### src/rtl/sdram_arbit.sv
// SDRAM bus arbiter: hands the command/address bus to init, refresh, write or read
// sequencers, with a periodic refresh request that outranks write and read.
module sdram_arbit #(
  parameter int         REF_PERIOD = 390,
  parameter logic [3:0] CMD_NOP    = 4'b0111
) (
  input  logic        clk,
  input  logic        rst_n,
  input  logic        flag_init_end,
  input  logic [3:0]  init_cmd,
  input  logic [12:0] init_addr,
  input  logic [3:0]  ref_cmd,
  input  logic [12:0] ref_addr,
  input  logic        flag_ref_end,
  input  logic        wr_req,
  input  logic        rd_req,
  input  logic [3:0]  wr_cmd,
  input  logic [12:0] wr_addr,
  input  logic [1:0]  wr_bank,
  input  logic [3:0]  rd_cmd,
  input  logic [12:0] rd_addr,
  input  logic [1:0]  rd_bank,
  input  logic        wr_end,
  input  logic        rd_end,
  output logic        ref_en,
  output logic        wr_en,
  output logic        rd_en,
  output logic        ref_pend,
  output logic        sdram_cke,
  output logic [3:0]  sdram_cmd,
  output logic [12:0] sdram_addr,
  output logic [1:0]  sdram_bank,
  output logic [2:0]  state
);

  typedef enum logic [2:0] {
    S_INIT  = 3'd0,
    S_ARBIT = 3'd1,
    S_AREF  = 3'd2,
    S_WRITE = 3'd3,
    S_READ  = 3'd4
  } arb_state_t;

  localparam int TW = (REF_PERIOD > 1) ? $clog2(REF_PERIOD) : 1;
  localparam logic [TW-1:0] TMAX = TW'(REF_PERIOD - 1);

  arb_state_t    st;
  logic [TW-1:0] ref_timer;
  logic          wrap;

  assign state = st;
  assign wrap  = flag_init_end && (ref_timer == TMAX);

  always_ff @(posedge clk or negedge rst_n) begin
    if (!rst_n)              ref_timer <= '0;
    else if (!flag_init_end) ref_timer <= '0;
    else if (wrap)           ref_timer <= '0;
    else                     ref_timer <= ref_timer + 1'b1;
  end

  // Set beats clear: a wrap on the AREF-entry cycle leaves a fresh request pending.
  always_ff @(posedge clk or negedge rst_n) begin
    if (!rst_n)                             ref_pend <= 1'b0;
    else if (wrap)                          ref_pend <= 1'b1;
    else if (st == S_ARBIT && ref_pend)     ref_pend <= 1'b0;
  end

  always_ff @(posedge clk or negedge rst_n) begin
    if (!rst_n) sdram_cke <= 1'b0;
    else        sdram_cke <= 1'b1;
  end

  // Grants are levels: an *_en stays high from the grant cycle until the owning
  // sequencer's end pulse is sampled; every grant is separated by one ARBIT cycle.
  always_ff @(posedge clk or negedge rst_n) begin
    if (!rst_n) begin
      st     <= S_INIT;
      ref_en <= 1'b0;
      wr_en  <= 1'b0;
      rd_en  <= 1'b0;
    end else begin
      case (st)
        S_INIT: begin
          if (flag_init_end) st <= S_ARBIT;
        end
        S_ARBIT: begin
          if (ref_pend) begin
            st     <= S_AREF;
            ref_en <= 1'b1;
          end else if (wr_req) begin
            st    <= S_WRITE;
            wr_en <= 1'b1;
          end else if (rd_req) begin
            st    <= S_READ;
            rd_en <= 1'b1;
          end
        end
        S_AREF: begin
          if (flag_ref_end) begin
            st     <= S_ARBIT;
            ref_en <= 1'b0;
          end
        end
        S_WRITE: begin
          if (wr_end) begin
            st    <= S_ARBIT;
            wr_en <= 1'b0;
          end
        end
        S_READ: begin
          if (rd_end) begin
            st    <= S_ARBIT;
            rd_en <= 1'b0;
          end
        end
        default: begin
          st     <= S_INIT;
          ref_en <= 1'b0;
          wr_en  <= 1'b0;
          rd_en  <= 1'b0;
        end
      endcase
    end
  end

  always_comb begin
    sdram_cmd  = CMD_NOP;
    sdram_addr = '0;
    sdram_bank = '0;
    case (st)
      S_INIT: begin
        sdram_cmd  = init_cmd;
        sdram_addr = init_addr;
      end
      S_AREF: begin
        sdram_cmd  = ref_cmd;
        sdram_addr = ref_addr;
      end
      S_WRITE: begin
        sdram_cmd  = wr_cmd;
        sdram_addr = wr_addr;
        sdram_bank = wr_bank;
      end
      S_READ: begin
        sdram_cmd  = rd_cmd;
        sdram_addr = rd_addr;
        sdram_bank = rd_bank;
      end
      default: begin
        sdram_cmd  = CMD_NOP;
        sdram_addr = '0;
        sdram_bank = '0;
      end
    endcase
  end

endmodule

### config.mk
export PLATFORM = sky130hd
export DESIGN_NAME = sdram_arbit
export DESIGN_NICKNAME = d
export VERILOG_FILES = /design/src/rtl/sdram_arbit.sv
export SDC_FILE = /design/constraint.sdc
export NUM_CORES = 1
export LEC_CHECK = 0
export ABC_AREA = 1
export CORE_UTILIZATION = 30
export DETAILED_ROUTE_END_ITERATION = 10
export GPL_TIMING_DRIVEN = 0
export HOLD_SLACK_MARGIN = 0.1
export MAX_ROUTING_LAYER = met4
export PLACE_DENSITY = 0.8
export SLEW_MARGIN = 10
export SYNTH_ARGS = -nofsm -noshare
export SYNTH_HDL_FRONTEND = slang
export SYNTH_SLANG_ARGS = --single-unit
export TNS_END_PERCENT = 5
### constraint.sdc
create_clock -name clk -period 1.1 [get_ports clk]
set_input_delay 0.11 -clock clk [delete_from_list [all_inputs] [get_ports clk]]
set_output_delay 0.11 -clock clk [all_outputs]
set_load 0.03 [all_outputs]
==> results.txt, run 1 <==
The flow did not finish. The run ended at detailed routing (5_2_route). The first error in the log reads "[ERROR DRT-0255] Maze Route cannot find path of net init_addr[1] in worker of routeBox ( 48300 0 ) ( 69640 48300 )". The largest net degree at the start of global routing is 18. Of the total synthesized cell area, the portion taken by XOR and XNOR cells is 1.91%. Of the post-synthesis cell area, the dominant cell type holds 31.0%. The cell with the most instances after synthesis is sky130_fd_sc_hd__nand2_1.

The clock root buffer is sky130_fd_sc_hd__clkbuf_8. The clock tree buffer depth is 2. The number of I/O port buffers is 106. The aggregate global routing overflow came out at 0. The share of synthesized flip-flops with an asynchronous set or reset came out at 100%. Yosys mapped a number of flops with a built-in enable equal to 0. The chip height is 69.6 um. Measured along the x axis, the die boundary spans 69.6 um. The fraction of the mapped netlist area in compound gates is 8.30%. The first global-routing pass estimated 9040 um of wire.

The synthesized instance count came out at 218. In this run the number of H-tree levels came out at 1. The count of synthesis-stage warnings from yosys is 0. The effective utilization at floorplan is 31.3%. The number of global-route vias before repair is 1940.

The number of primary I/O pins is 107. The top flip-flop cell by instance count after synthesis is sky130_fd_sc_hd__dfrtp_1. Summed over all instances, the cell type with the most area after synthesis is sky130_fd_sc_hd__dfrtp_1. Counting tap cells, the placed design contains a total of 376 instances. After the last repair the worst path ends at a primary output. The post-synthesis adder-cell area fraction came out at 1.82%. The routability congestion estimate is 0.864. The simple-gate portion of the synthesized area came out at 46.8%. The commonest cells after synthesis are 76 x sky130_fd_sc_hd__nand2_1, 28 x sky130_fd_sc_hd__nand3_1, 21 x sky130_fd_sc_hd__nor2_1.

The clock buffer count from CTS is 3. The overall global routing resource usage is 23.7%. After synthesis, the share of cell area in mux cells is 0%.

The sum of net half-perimeters after detailed placement came out at 4190 um. Each instance of the synthesized netlist takes up on average 6.30 um2. By area, the combinational part of the netlist is dominated by simple AND/OR/NAND/NOR gates.

The number of antenna violations at the first check in global routing came out at 0. The share of the yosys chip area belonging to registers is 31.0%. Yosys attributes the largest share of cell area to sky130_fd_sc_hd__dfrtp_1 31%, sky130_fd_sc_hd__nand2_1 21%, sky130_fd_sc_hd__nand3_1 10%, sky130_fd_sc_hd__nand4_1 7.7%, sky130_fd_sc_hd__nor2_1 5.7%. After floorplanning, the core was divided into 24 placement rows.

Summing every instance area after synthesis gives 1370 um2. The endpoint pin with the least setup slack after global-route repair is sdram_cmd[2]. The count of unique library cells instantiated by Yosys came out at 26. The number of nets produced by synthesis is 300. The flip-flop and latch count after synthesis is 17. For this design, the sink count on the clock tree is 17.
-- per-stage QoR --
step                hold WS, ps  setup TNS, ps  instance area [um2]  util [%]  setup slack, ps
global route                387         -14110                 2940      67.1             -603
CTS                         334         -10240                 2770      63.1             -498
detailed placement          464         -18210                 2530      57.7             -839
floorplan                  -186          -5580                 1400         -             -284
global placement            458         -17180                 2530      57.7             -845
-- routing by layer --
| metal | track usage (%) |
|---|---|
| met4 | 7.56 |
| met5 | - |
| met1 | 27.8 |
| met2 | 41.4 |
| met3 | 3.78 |
-- logic make-up after synthesis --
logic type,Yosys count
compound gates,18
fa+ha+maj,2
simple gates,147
buf+inv,30
flops,17
other cells,1
xor+xnor,3
-- timing repair --
| item | 4_1_cts | 5_1_grt |
|---|---|---|
| hold buffers | 0 | 0 |
| buffers inserted | 10 | 8 |
| resized for setup | 176 | 32 |
| endpoints found under the setup margin | 42 | 42 |
| gates cloned | 1 | 2 |
| pin swaps | 6 | 10 |
==> run 2: changes to the inputs <==
Settings changed: CORE_UTILIZATION 30 to 26, HOLD_SLACK_MARGIN 0.1 to unset, MAX_ROUTING_LAYER met4 to unset, PLACE_DENSITY 0.8 to unset, PLACE_DENSITY_LB_ADDON set to 0.15.
Clock period 1.1 ns to 1.4 ns, I/O delays scaled along.
==> run 2 against run 1 <==
Against the previous run:
- the flow now finishes, with violations (negative setup slack)
- synthesized cell count did not move
- global-route usage fell by 5.6 points
- area after synthesis did not move
==> results.txt, run 2 <==
Counting flops per register, the top entry is ref_timer. The type of the worst setup path is register to output pin. The source-to-sink clock delay at the later pin of the worst-skew pair came out at 250 ps. STA classifies the critical path endpoint as an output pin. The row count came out at 26 (was 24). Most area-consuming cells after synthesis: sky130_fd_sc_hd__dfrtp_1 31%, sky130_fd_sc_hd__nand2_1 21%, sky130_fd_sc_hd__nand3_1 10%, sky130_fd_sc_hd__nand4_1 7.7%, sky130_fd_sc_hd__nor2_1 5.7% (unchanged).

The final reports fail on negative setup slack. The most common cell after layout, fill and taps aside is sky130_fd_sc_hd__clkdlybuf4s50_1. Counting I/O delays and the setup requirement, the final critical path takes 1660 ps. The hold violation count in the final report is 0.

The data arrival time of the critical path is 1520 ps. The filler cell count in the final layout came out at 482. The worst hold slack across all endpoints is 334 ps. The total clock sinks is 17 (unchanged). The core region is 5110 um2.

Internal power comes to 2.65 mW. The wire length per cell came out at 13.6 um. The final standard cell count with taps included and fillers excluded came out at 416. The met3 capacity usage during global routing is 3.75% (was 3.78%). The first-pass GRT wire length was 7810 um (was 9040 um). The average instance area after synthesis came out at 6.30 um2 (unchanged).

In the layout the commonest cells are 79 x sky130_fd_sc_hd__clkdlybuf4s50_1, 68 x sky130_fd_sc_hd__nand2_1, 25 x sky130_fd_sc_hd__nand3_1. The routed design has 5650 um of wire. The netlist area before placement came out at 1370 um2 (unchanged).

The flip-flop and latch count after synthesis is 17 (unchanged). The switching fraction of total power came out at 49.0%. The synthesized instance count was 218 (unchanged). The cell with the most instances after synthesis was sky130_fd_sc_hd__nand2_1 (unchanged). The overall global routing resource usage came out at 18.1% (was 23.7%).

The clock buffer count from CTS came to 3 (unchanged). The post-synthesis cell type with the largest combined area was sky130_fd_sc_hd__dfrtp_1 (unchanged). The maximum level of the CTS H-tree came out at 1 (unchanged). Most instantiated cells after synthesis: 76 x sky130_fd_sc_hd__nand2_1, 28 x sky130_fd_sc_hd__nand3_1, 21 x sky130_fd_sc_hd__nor2_1 (unchanged).

Summed over all nets, the switching power comes to 2.55 mW. The routing layer with the top usage in global route is met2 (unchanged). The residual antenna-violating net count after detailed routing is 0. The count of unique library cells instantiated by Yosys came out at 26 (unchanged). The hold buffer count at cts came out at 0 (unchanged). The worst path required time is 1260 ps. In this run, the combinational gates consume 80.0% of the power. The number of I/O port buffers came out at 106 (unchanged). The worst slew margin relative to its limit is 49.2%. The antenna cell count came out at 0. Static timing analysis puts the maximum clock frequency at 0.602 GHz.

The number of vias per cell after detailed routing came out at 4.57. The number of primary I/O pins came out at 107 (unchanged). The number of setup violations in the final report came out at 22.

The routed layout has 1902 vias. The share of the yosys chip area belonging to registers came out at 31.0% (unchanged). The clock-pin transition on the worst setup and hold timing paths is 60 ps. The final clock skew is 2.11 ps. The number of nets produced by synthesis came to 300 (unchanged).

For the pin with the worst max-slew slack, the measured transition is 759 ps. The total power draw came out at 5.19 mW. The post-placement setup slack came out at -574 ps (was -839 ps). The share of synthesized flip-flops with an asynchronous set or reset came out at 100% (unchanged). The minimum setup slack in the final design is -262 ps. The sum of net half-perimeters after detailed placement came out at 3980 um (was 4190 um). The number of global-route vias before repair is 1765 (was 1940). The number of violations of the max-capacitance limit is 0. The clock group share of total power came out at 7.0%.

The number of enable flip-flop cells after synthesis came out at 0 (unchanged). The met1 usage is 20.4% (was 27.8%). The placed cell count is 394 (was 376). The chip height is 74.7 um (was 69.6 um). The length of the first detailed-routing pass in iterations came out at 4. The aggregate global routing overflow came out at 0 (unchanged). The top flip-flop cell by instance count after synthesis is sky130_fd_sc_hd__dfrtp_1 (unchanged). The area growth from synthesis to layout is 112%.

The flip-flop count of the largest register, all copies and words added came out at 9. The width of the chip is 74.7 um (was 69.6 um). The detailed-route DRC error count is 0. The fraction of met2 tracks used by global routing is 33.1% (was 41.4%).

The violation count after the first detailed-route iteration is 44. The count of nets after finishing is 429. The worst hold path class is input pin to asynchronous set/reset pin. The worst-case IR drop observed on VDD is 0.655 mV. The routability congestion estimate is 0.790 (was 0.864). The power density of the placed cells is 1780 nW/um2. The footprint of the multi-input gates came out at 932 um2. The share of the synthesized area in the top cell type came to 31.0% (unchanged). The effective utilization at floorplan is 26.9% (was 31.3%). With fillers left out, the area of the finished cells amounts to 2920 um2.

The final core utilization is 57.1%. The count of synthesis-stage warnings from yosys came out at 0 (unchanged). The floorplan step defined a die boundary enclosing 5570 um2. The summed negative setup slack over all endpoints is -4020 ps.

The cell leakage power came out at 1.35 nW. The period utilization came out at 119%. The cell area after placement came to 2550 um2 (was 2530 um2). The count of final max-slew check failures is 0.

In the final layout, the share of cells above drive strength 1 is 23.1%. The TritonCTS clock tree is built. The worst setup path is launched from a register. The clock tree buffer depth came out at 2 (unchanged). Setup repair after global routing could not meet its margin everywhere.

The footprint of the flip-flops and latches is 429 um2. The largest net degree at the start of global routing came to 18 (unchanged). The sequential power share is 13.0%.

Status: finished with violations (was stopped before the end). The clock root buffer is sky130_fd_sc_hd__clkbuf_8 (unchanged). Along the worst path, the maximum fanout reaches 6. The number of antenna violations at the first check in global routing is 0 (unchanged).
[run 2: cell counts after synthesis]
Identical to the previous run, type by type.
[run 2: critical path, cell delays in order (launching register included)]
cell	delay [ps]
sky130_fd_sc_hd__dfrtp_2	480
sky130_fd_sc_hd__inv_2	100
sky130_fd_sc_hd__buf_6	140
sky130_fd_sc_hd__nand2_4	70
sky130_fd_sc_hd__nand2_8	80
sky130_fd_sc_hd__inv_4	40
sky130_fd_sc_hd__a21oi_2	100
sky130_fd_sc_hd__nand4_1	110
sky130_fd_sc_hd__buf_6	160
[run 2: final timing paths]
check                              start           end  slack (ps)  depth (start not counted)
min in group clk                   rd_en         rd_en         470                          2
max in group asynchronous          rst_n      state[0]         540                          1
worst min-delay path               rst_n  ref_timer[6]         330                          1
worst max-delay path            state[2]  sdram_cmd[1]        -260                          8
worst min register to register     rd_en         rd_en         470                          2
worst max register to register  state[2]      state[2]         -30                          8
[run 2: metal layers]
| layer | part of all wire, % | wire length [um] |
|---|---|---|
| met1 | 41 | 2290 |
| met2 | 48 | 2730 |
| met4 | 2.1 | 121 |
| met5 | 0 | 0 |
| met3 | 9.1 | 513 |
[run 2: power by group through the flow]
stage | combinational [mW] | sequential [mW] | clock (mW)
final | 4.15 | 0.675 | 0.363
after global placement | 3.37 | 0.658 | 0
after global routing | 4.44 | 0.687 | 0.386
after floorplan | 1.93 | 0.769 | 0
after CTS | 3.96 | 0.664 | 0.376
after detailed placement | 3.38 | 0.658 | 0
[run 2: final cells by class]
class                           instances  area share [%]
Buffer                                  8            3.22
Clock buffer                            4            1.55
Inverter                               22            3.26
Multi-Input combinational cell        171            32.0
Sequential cell                        17            14.7
Tap cell                               70            3.00
Timing Repair Buffer                  123            42.0
Timing Repair inverter                  1           0.258
[run 2: kinds of logic (layout without fill, tap and decap cells)]
group / Yosys count / after routing / share of synthesized area (%)
AO/OA/AOI/OAI: 18 / 18 / 8.30
XOR/XNOR: 3 / 3 / 1.91
adder cells (fa/ha/maj): 2 / 2 / 1.82
buffers and inverters: 30 / 158 / 9.94
flip-flops: 17 / 17 / 31.0
other: 1 / 1 / 0.273
AND/OR/NAND/NOR: 147 / 147 / 46.8
[run 2: timing repair]
| item | CTS | global route |
|---|---|---|
| gates cloned | 2 | 0 |
| gates resized for setup | 167 | 15 |
| endpoints found under the setup margin | 26 | 27 |
| setup buffers | 12 | 4 |
| pin swaps | 5 | 13 |
No activity file was read; power rests on OpenSTA's default activity.
==> run 3: changes to the inputs <==
Settings changed: TNS_END_PERCENT 5 to 20.
==> run 3 against run 2 <==
Against the previous run:
- the run still ends with negative setup slack left
- register-to-register slack improved by 100 ps
- die area did not move
- count of clock-buffer cells in the layout fell by 1
- sequential cell count did not move
- utilization fell by 2.6 points
- maximum frequency rose by 0.67%
- hold slack got worse by 7.6 ps
- routed wire length fell by 4.5%
- first-iteration DRC count rose by 110%
- cell area fell by 4.5%
- largest cell class unchanged
==> results.txt, run 3 (synthesized netlist as in run 2, its figures left out) <==
The wire length per cell was 13.0 um (was 13.6 um). The row count was 26 (unchanged). The count of final max-slew check failures is 0 (unchanged). The clock root buffer is sky130_fd_sc_hd__clkbuf_8 (unchanged). The worst hold slack across all endpoints is 327 ps (was 334 ps).

The maximum level of the CTS H-tree is 1 (unchanged). The peak per-stage delay on the critical path came out at 470 ps (was 480 ps). The count of nets after finishing is 427 (was 429). The largest driver fanout on the critical path is 6 (unchanged). The number of antenna violations at the first check in global routing is 0 (unchanged). The total detailed-routing wirelength came to 5400 um (was 5650 um).

The largest register by flop count is ref_timer (unchanged). The chip height is 74.7 um (unchanged). The final design area excluding fillers is 2780 um2 (was 2920 um2). The hold violation count in the final report was 0 (unchanged). The clock buffer count from CTS is 3 (unchanged).

The internal power component was 2.42 mW (was 2.65 mW). The first-pass GRT wire length is 7760 um (was 7810 um). The placed cell count came out at 394 (unchanged). The combinational share of power came out at 78.7% (was 80.0%). The footprint of the multi-input gates is 877 um2 (was 932 um2).

The most common cell after layout, fill and taps aside is sky130_fd_sc_hd__clkdlybuf4s50_1 (unchanged). The flip-flop count of the largest register, all copies and words added came out at 9 (unchanged). The overall global routing resource usage is 18.0% (was 18.1%). The number of primary I/O pins is 107 (unchanged). Setup repair after global routing missed its margin: yes (unchanged). The effective utilization at floorplan is 26.9% (unchanged).

The length of the first detailed-routing pass in iterations came out at 4 (unchanged). The worst hold path class is input pin to asynchronous set/reset pin (unchanged). The capturing element type of the critical path is an output pin (unchanged). The worst slew margin relative to its limit is 50.2% (was 49.2%). The startpoint kind of the worst setup timing path is a register (unchanged). The most repeated library cell on the critical path was sky130_fd_sc_hd__buf_2 (was sky130_fd_sc_hd__buf_6). The share of final-layout standard cells stronger than drive strength 1 came to 20.9% (was 23.1%). The clock tree buffer depth came out at 2 (unchanged). The switching fraction of total power came out at 49.8% (was 49.0%).

The number of setup violations in the final report is 19 (was 22). The routability congestion estimate was 0.831 (was 0.790). The source-to-sink clock delay at the later pin of the worst-skew pair was 250 ps (about the same). The master of the slowest instance on the critical path is sky130_fd_sc_hd__dfrtp_2 (unchanged). The net load switching power is 2.40 mW (was 2.55 mW). Most frequent cells in the layout: 79 x sky130_fd_sc_hd__clkdlybuf4s50_1, 73 x sky130_fd_sc_hd__nand2_1, 27 x sky130_fd_sc_hd__nand3_1 (was 79 x sky130_fd_sc_hd__clkdlybuf4s50_1, 68 x sky130_fd_sc_hd__nand2_1, 25 x sky130_fd_sc_hd__nand3_1).

The largest net degree at the start of global routing is 18 (unchanged). The final standard cell count with taps included and fillers excluded came out at 414 (was 416). The cell leakage power was 1.30 nW (was 1.35 nW). The minimum setup slack in the final design is -251 ps (was -262 ps). The family of cells with the greatest summed delay on the critical path is flip-flops (unchanged). The violation count after the first detailed-route iteration is 92 (was 44). The antenna cell count is 0 (unchanged). The number of vias per cell after detailed routing came out at 4.60 (was 4.57).

The filler cell count in the final layout was 500 (was 482). The via count is 1906 (was 1902). The final core utilization came out at 54.5% (was 57.1%). The period utilization came out at 118% (was 119%).

Failing checks: negative setup slack (unchanged). The TritonCTS clock tree is built (unchanged). The width of the chip came to 74.7 um (unchanged). The time the worst path needs with I/O delays and setup is 1650 ps (was 1660 ps).

The number of violations of the max-capacitance limit is 0 (unchanged). The transition at the pin with the smallest max-transition slack was 745 ps (was 759 ps). The clock group share of total power is 7.5% (was 7.0%). The sequential power share is 13.8% (was 13.0%). The residual antenna-violating net count after detailed routing is 0 (unchanged). The die area came out at 5570 um2 (unchanged).

The power density of the placed cells is 1730 nW/um2 (was 1780 nW/um2). The total clock sinks is 17 (unchanged). The layout overhead on the synthesized area came out at 103% (was 112%). The maximum vdd ir drop is 0.646 mV (was 0.655 mV). The number of I/O port buffers is 106 (unchanged). The footprint of the flip-flops and latches is 429 um2 (unchanged). The clock-pin transition on the worst setup and hold timing paths came out at 70 ps (was 60 ps). The summed negative setup slack over all endpoints is -3900 ps (was -4020 ps). The number of global-route vias before repair was 1730 (was 1765). The area of the core region came out at 5110 um2 (unchanged). The cell area after placement came out at 2550 um2 (unchanged).

The final clock skew came out at 4.45 ps (was 2.11 ps). The detailed-route DRC error count came out at 0 (unchanged). Crit path cell chain: nor2_2 > buf_2 > nand2_1 > nand4_1 > buf_2 (was inv_2 > buf_6 > nand2_4 > nand2_8 > inv_4 > a21oi_2 > nand4_1 > buf_6). The worst path required time came out at 1260 ps (about the same). The type of the worst setup path was register to output pin (unchanged). The highest clock frequency the design can meet is 0.606 GHz (was 0.602 GHz). The data arrival time of the critical path is 1510 ps (was 1520 ps). The critical path buffer and inverter count came to 2 (was 4). The aggregate global routing overflow is 0 (unchanged). Status: finished with violations (unchanged).

The sum of net half-perimeters after detailed placement is 4000 um (was 3980 um).
run 3: worst register-to-register path, cell delays in order (launching register included):
cell and delay (ps):
sky130_fd_sc_hd__dfrtp_2 470, sky130_fd_sc_hd__inv_2 90, sky130_fd_sc_hd__buf_4 100, sky130_fd_sc_hd__nand3_2 130, sky130_fd_sc_hd__nor3_2 230, sky130_fd_sc_hd__inv_1 70
sky130_fd_sc_hd__nand3_1 80, sky130_fd_sc_hd__nand2_1 50
run 3: layout make-up:
cell class	instances	share of cell area, %
clock buffers	3	1.48
clock inverters	1	0.180
multi-input cells	171	31.5
repair buffers	121	41.7
well taps	70	3.15
repair inverters	1	0.270
flip-flops and latches	17	15.4
inverters	22	3.15
plain buffers	8	3.10
run 3: stage by stage:
step                      worst slack (ps)  total power [mW]
after global placement                -565              4.03
final                                 -251              4.82
after floorplan                      -14.1              2.70
after detailed placement              -578              4.04
after global routing                  -311              5.15
after CTS                             -235              4.68
run 3: worst paths after layout:
| path | startpoint | end | slack [ps] | cells past startpoint |
|---|---|---|---|---|
| worst max-delay path | state[2] | sdram_addr[8] | -250 | 5 |
| worst min-delay path | rst_n | ref_timer[7] | 330 | 1 |
| worst max register to register | state[2] | state[0] | 70 | 7 |
| worst min register to register | rd_en | rd_en | 470 | 2 |
| max in group asynchronous | rst_n | state[0] | 550 | 1 |
| min in group clk | rd_en | rd_en | 470 | 2 |
run 3: repair_timing:
action	in CTS	in global routing
pin swaps	4	3
hold buffers	0	0
gates resized for setup	144	14
cloned	2	0
setup buffers	11	3
endpoints found under the setup margin	26	26
run 3: power groups by stage:
stage	combinational [mW]	sequential, mW	clock [mW]
after floorplan	1.93	0.769	0
final	3.79	0.666	0.362
after global placement	3.37	0.658	0
after detailed placement	3.38	0.658	0
after global routing	4.07	0.677	0.400
after CTS	3.64	0.665	0.373
run 3: metal layers:
metal	vias to the layer above	track usage, %	wire length, um	share of wire, %
met2	71	34.0	2640	49
met5	-	0	0	0
met1	866	20.6	2240	42
met4	0	3.77	20	0.37
met3	2	4.02	490	9.1
li1	967	-	-	-
==> run 4: changes to the inputs <==
Settings changed: SKIP_LAST_GASP set to 1.
==> run 4 against run 3 <==
Against the previous run:
- the run still ends with negative setup slack left
- critical path type unchanged
- largest cell class unchanged
- largest power group unchanged
- die area did not move
- maximum frequency rose by 0.61%
- combinational power fell by 2%
==> results.txt, run 4 (synthesized netlist as in run 2, its figures left out) <==
Failing checks: negative setup slack (unchanged). The total clock sinks came out at 17 (unchanged). The largest register by flop count is ref_timer (unchanged). The total power draw is 4.76 mW (was 4.82 mW).

The hold buffer count at cts came out at 0 (unchanged). The startpoint kind of the worst setup timing path was a register (unchanged). The share of final-layout standard cells stronger than drive strength 1 came out at 20.1% (was 20.9%). The data arrival time of the critical path came out at 1500 ps (was 1510 ps). The die area is 5570 um2 (unchanged). The antenna cell count is 0 (unchanged). The worst slew margin relative to its limit came out at 50.1% (was 50.2%). The minimum setup slack in the final design came out at -241 ps (was -251 ps). The number of antenna violations at the first check in global routing came out at 0 (unchanged).

The routability congestion estimate is 0.831 (unchanged). The period utilization is 117% (was 118%). The row count is 26 (unchanged). The cell leakage power is 1.26 nW (was 1.30 nW). The final clock skew is 2.23 ps (was 4.45 ps). The number of vias per cell after detailed routing was 4.56 (was 4.60). The number of setup violations in the final report is 25 (was 19).

The count of nets after finishing is 427 (unchanged). Setup repair after global routing missed its margin: yes (unchanged). The largest driver fanout on the critical path came to 6 (unchanged). The first-pass GRT wire length came out at 7710 um (was 7760 um). The highest clock frequency the design can meet is 0.609 GHz (was 0.606 GHz). The overall global routing resource usage is 17.9% (was 18.0%). The width of the chip is 74.7 um (unchanged). The total detailed-routing wirelength came out at 5360 um (was 5400 um). The filler cell count in the final layout is 507 (was 500). The beginning of the critical path is state[2] (unchanged). The clock tree buffer depth came out at 2 (unchanged). The number of global-route vias before repair is 1717 (was 1730).

The origin of the critical flop-to-flop path was ref_timer[0] (was state[2]). The worst path required time is 1260 ps (about the same). The most common cell after layout, fill and taps aside is sky130_fd_sc_hd__clkdlybuf4s50_1 (unchanged). The hold violation count in the final report came to 0 (unchanged). The power density of the placed cells was 1730 nW/um2 (about the same). The wire length per cell was 13.0 um (about the same).

The count of final max-slew check failures came out at 0 (unchanged). The source-to-sink clock delay at the later pin of the worst-skew pair came out at 250 ps (about the same). The length of the first detailed-routing pass in iterations came out at 4 (unchanged). The flip-flop count of the largest register, all copies and words added came out at 9 (unchanged).

The clock root buffer was sky130_fd_sc_hd__clkbuf_8 (unchanged). The number of violations of the max-capacitance limit came out at 0 (unchanged). The clock-pin transition on the worst setup and hold timing paths is 70 ps (about the same).

The transition at the pin with the smallest max-transition slack was 746 ps (was 745 ps). The capturing element type of the critical path is an output pin (unchanged). The worst hold path class is input pin to asynchronous set/reset pin (unchanged). The TritonCTS clock tree was built (unchanged). The aggregate global routing overflow came out at 0 (unchanged). Status: finished with violations (unchanged). The violation count after the first detailed-route iteration came out at 84 (was 92). The largest net degree at the start of global routing is 18 (unchanged). The detailed-route DRC error count came out at 0 (unchanged). Most frequent cells in the layout: 87 x sky130_fd_sc_hd__clkdlybuf4s50_1, 73 x sky130_fd_sc_hd__nand2_1, 27 x sky130_fd_sc_hd__nand3_1 (was 79 x sky130_fd_sc_hd__clkdlybuf4s50_1, 73 x sky130_fd_sc_hd__nand2_1, 27 x sky130_fd_sc_hd__nand3_1). The sum of net half-perimeters after detailed placement came out at 4000 um (unchanged). The residual antenna-violating net count after detailed routing was 0 (unchanged). The via count came out at 1887 (was 1906). The layout overhead on the synthesized area came out at 101% (was 103%). The number of primary I/O pins came out at 107 (unchanged).

The effective utilization at floorplan is 26.9% (unchanged). The maximum vdd ir drop came out at 0.615 mV (was 0.646 mV). The final core utilization came out at 53.9% (was 54.5%).

The number of I/O port buffers is 106 (unchanged). The clock buffer count from CTS is 3 (unchanged). The maximum level of the CTS H-tree came to 1 (unchanged). The area of the core region is 5110 um2 (unchanged).

The time the worst path needs with I/O delays and setup is 1640 ps (was 1650 ps). The type of the worst setup path is register to output pin (unchanged). The chip height came out at 74.7 um (unchanged).
==> run 4: cell count changes in the layout (fill, tap and decap cells not counted), sizes merged <==
cell / change
clkdlybuf4s50: +8
dlygate4sd2: -7
dlymetal6s2s: -1
==> run 4: stage by stage <==
step                instances  hold slack (ps)  setup WS [ps]  TNS (ps)  cell area [um2]
finish                    414              330           -241     -4670             2750
global route              414              415           -313     -6970             2750
CTS                       411              370           -241     -4810             2700
detailed placement        394              458           -578    -10120             2550
global placement          394              464           -565    -10000             2550
floorplan                 218             -156          -14.1      -129             1400
==> run 4: critical path, stage by stage (launching register included) <==
cell                      delay, ps
sky130_fd_sc_hd__dfrtp_2        470
sky130_fd_sc_hd__nor2_2         220
sky130_fd_sc_hd__buf_2          220
sky130_fd_sc_hd__nand2_1         70
sky130_fd_sc_hd__nand4_1         80
sky130_fd_sc_hd__buf_2          200
==> run 4: area by class of cell <==
class,instances,area [um2],share of cell area [%]
clock buffer,3,41.3,1.50
multi-input combinational,171,867,31.5
sequential,17,429,15.6
timing repair inverter,1,7.51,0.273
clock inverter,1,5.00,0.182
timing repair buffer,121,1150,41.6
buffer,8,82.6,3.00
tap,70,87.6,3.18
inverter,22,87.6,3.18
==> run 4: final timing paths <==
check	slack [ps]	depth (start not counted)	to
min in group clk	470	2	rd_en
worst max-delay path	-240	5	sdram_addr[8]
worst min-delay path	330	1	ref_timer[7]
max in group asynchronous	550	1	state[0]
worst min register to register	470	2	rd_en
worst max register to register	0	6	ref_timer[8]
==> run 4: metal layers <==
metal / track usage, % / vias up / share of wire [%]
met2: 33.4 / 68 / 49
met3: 4.15 / 2 / 9.0
met4: 3.77 / 0 / 0.37
li1: - / 967 / -
met5: 0 / - / 0
met1: 20.6 / 850 / 42
==> run 4: power breakdown <==
group          internal (mW)  switching, mW
registers              0.569          0.101
clock network          0.197          0.160
logic                   1.62           2.11
total                   2.39           2.37
==> run 4: timing repair <==
item                                    in CTS  in global routing
pin swaps                                    3                  3
endpoints found under the setup margin      26                 33
setup buffers                               11                  3
cloned                                       2                  0
gates resized for setup                    131                  7
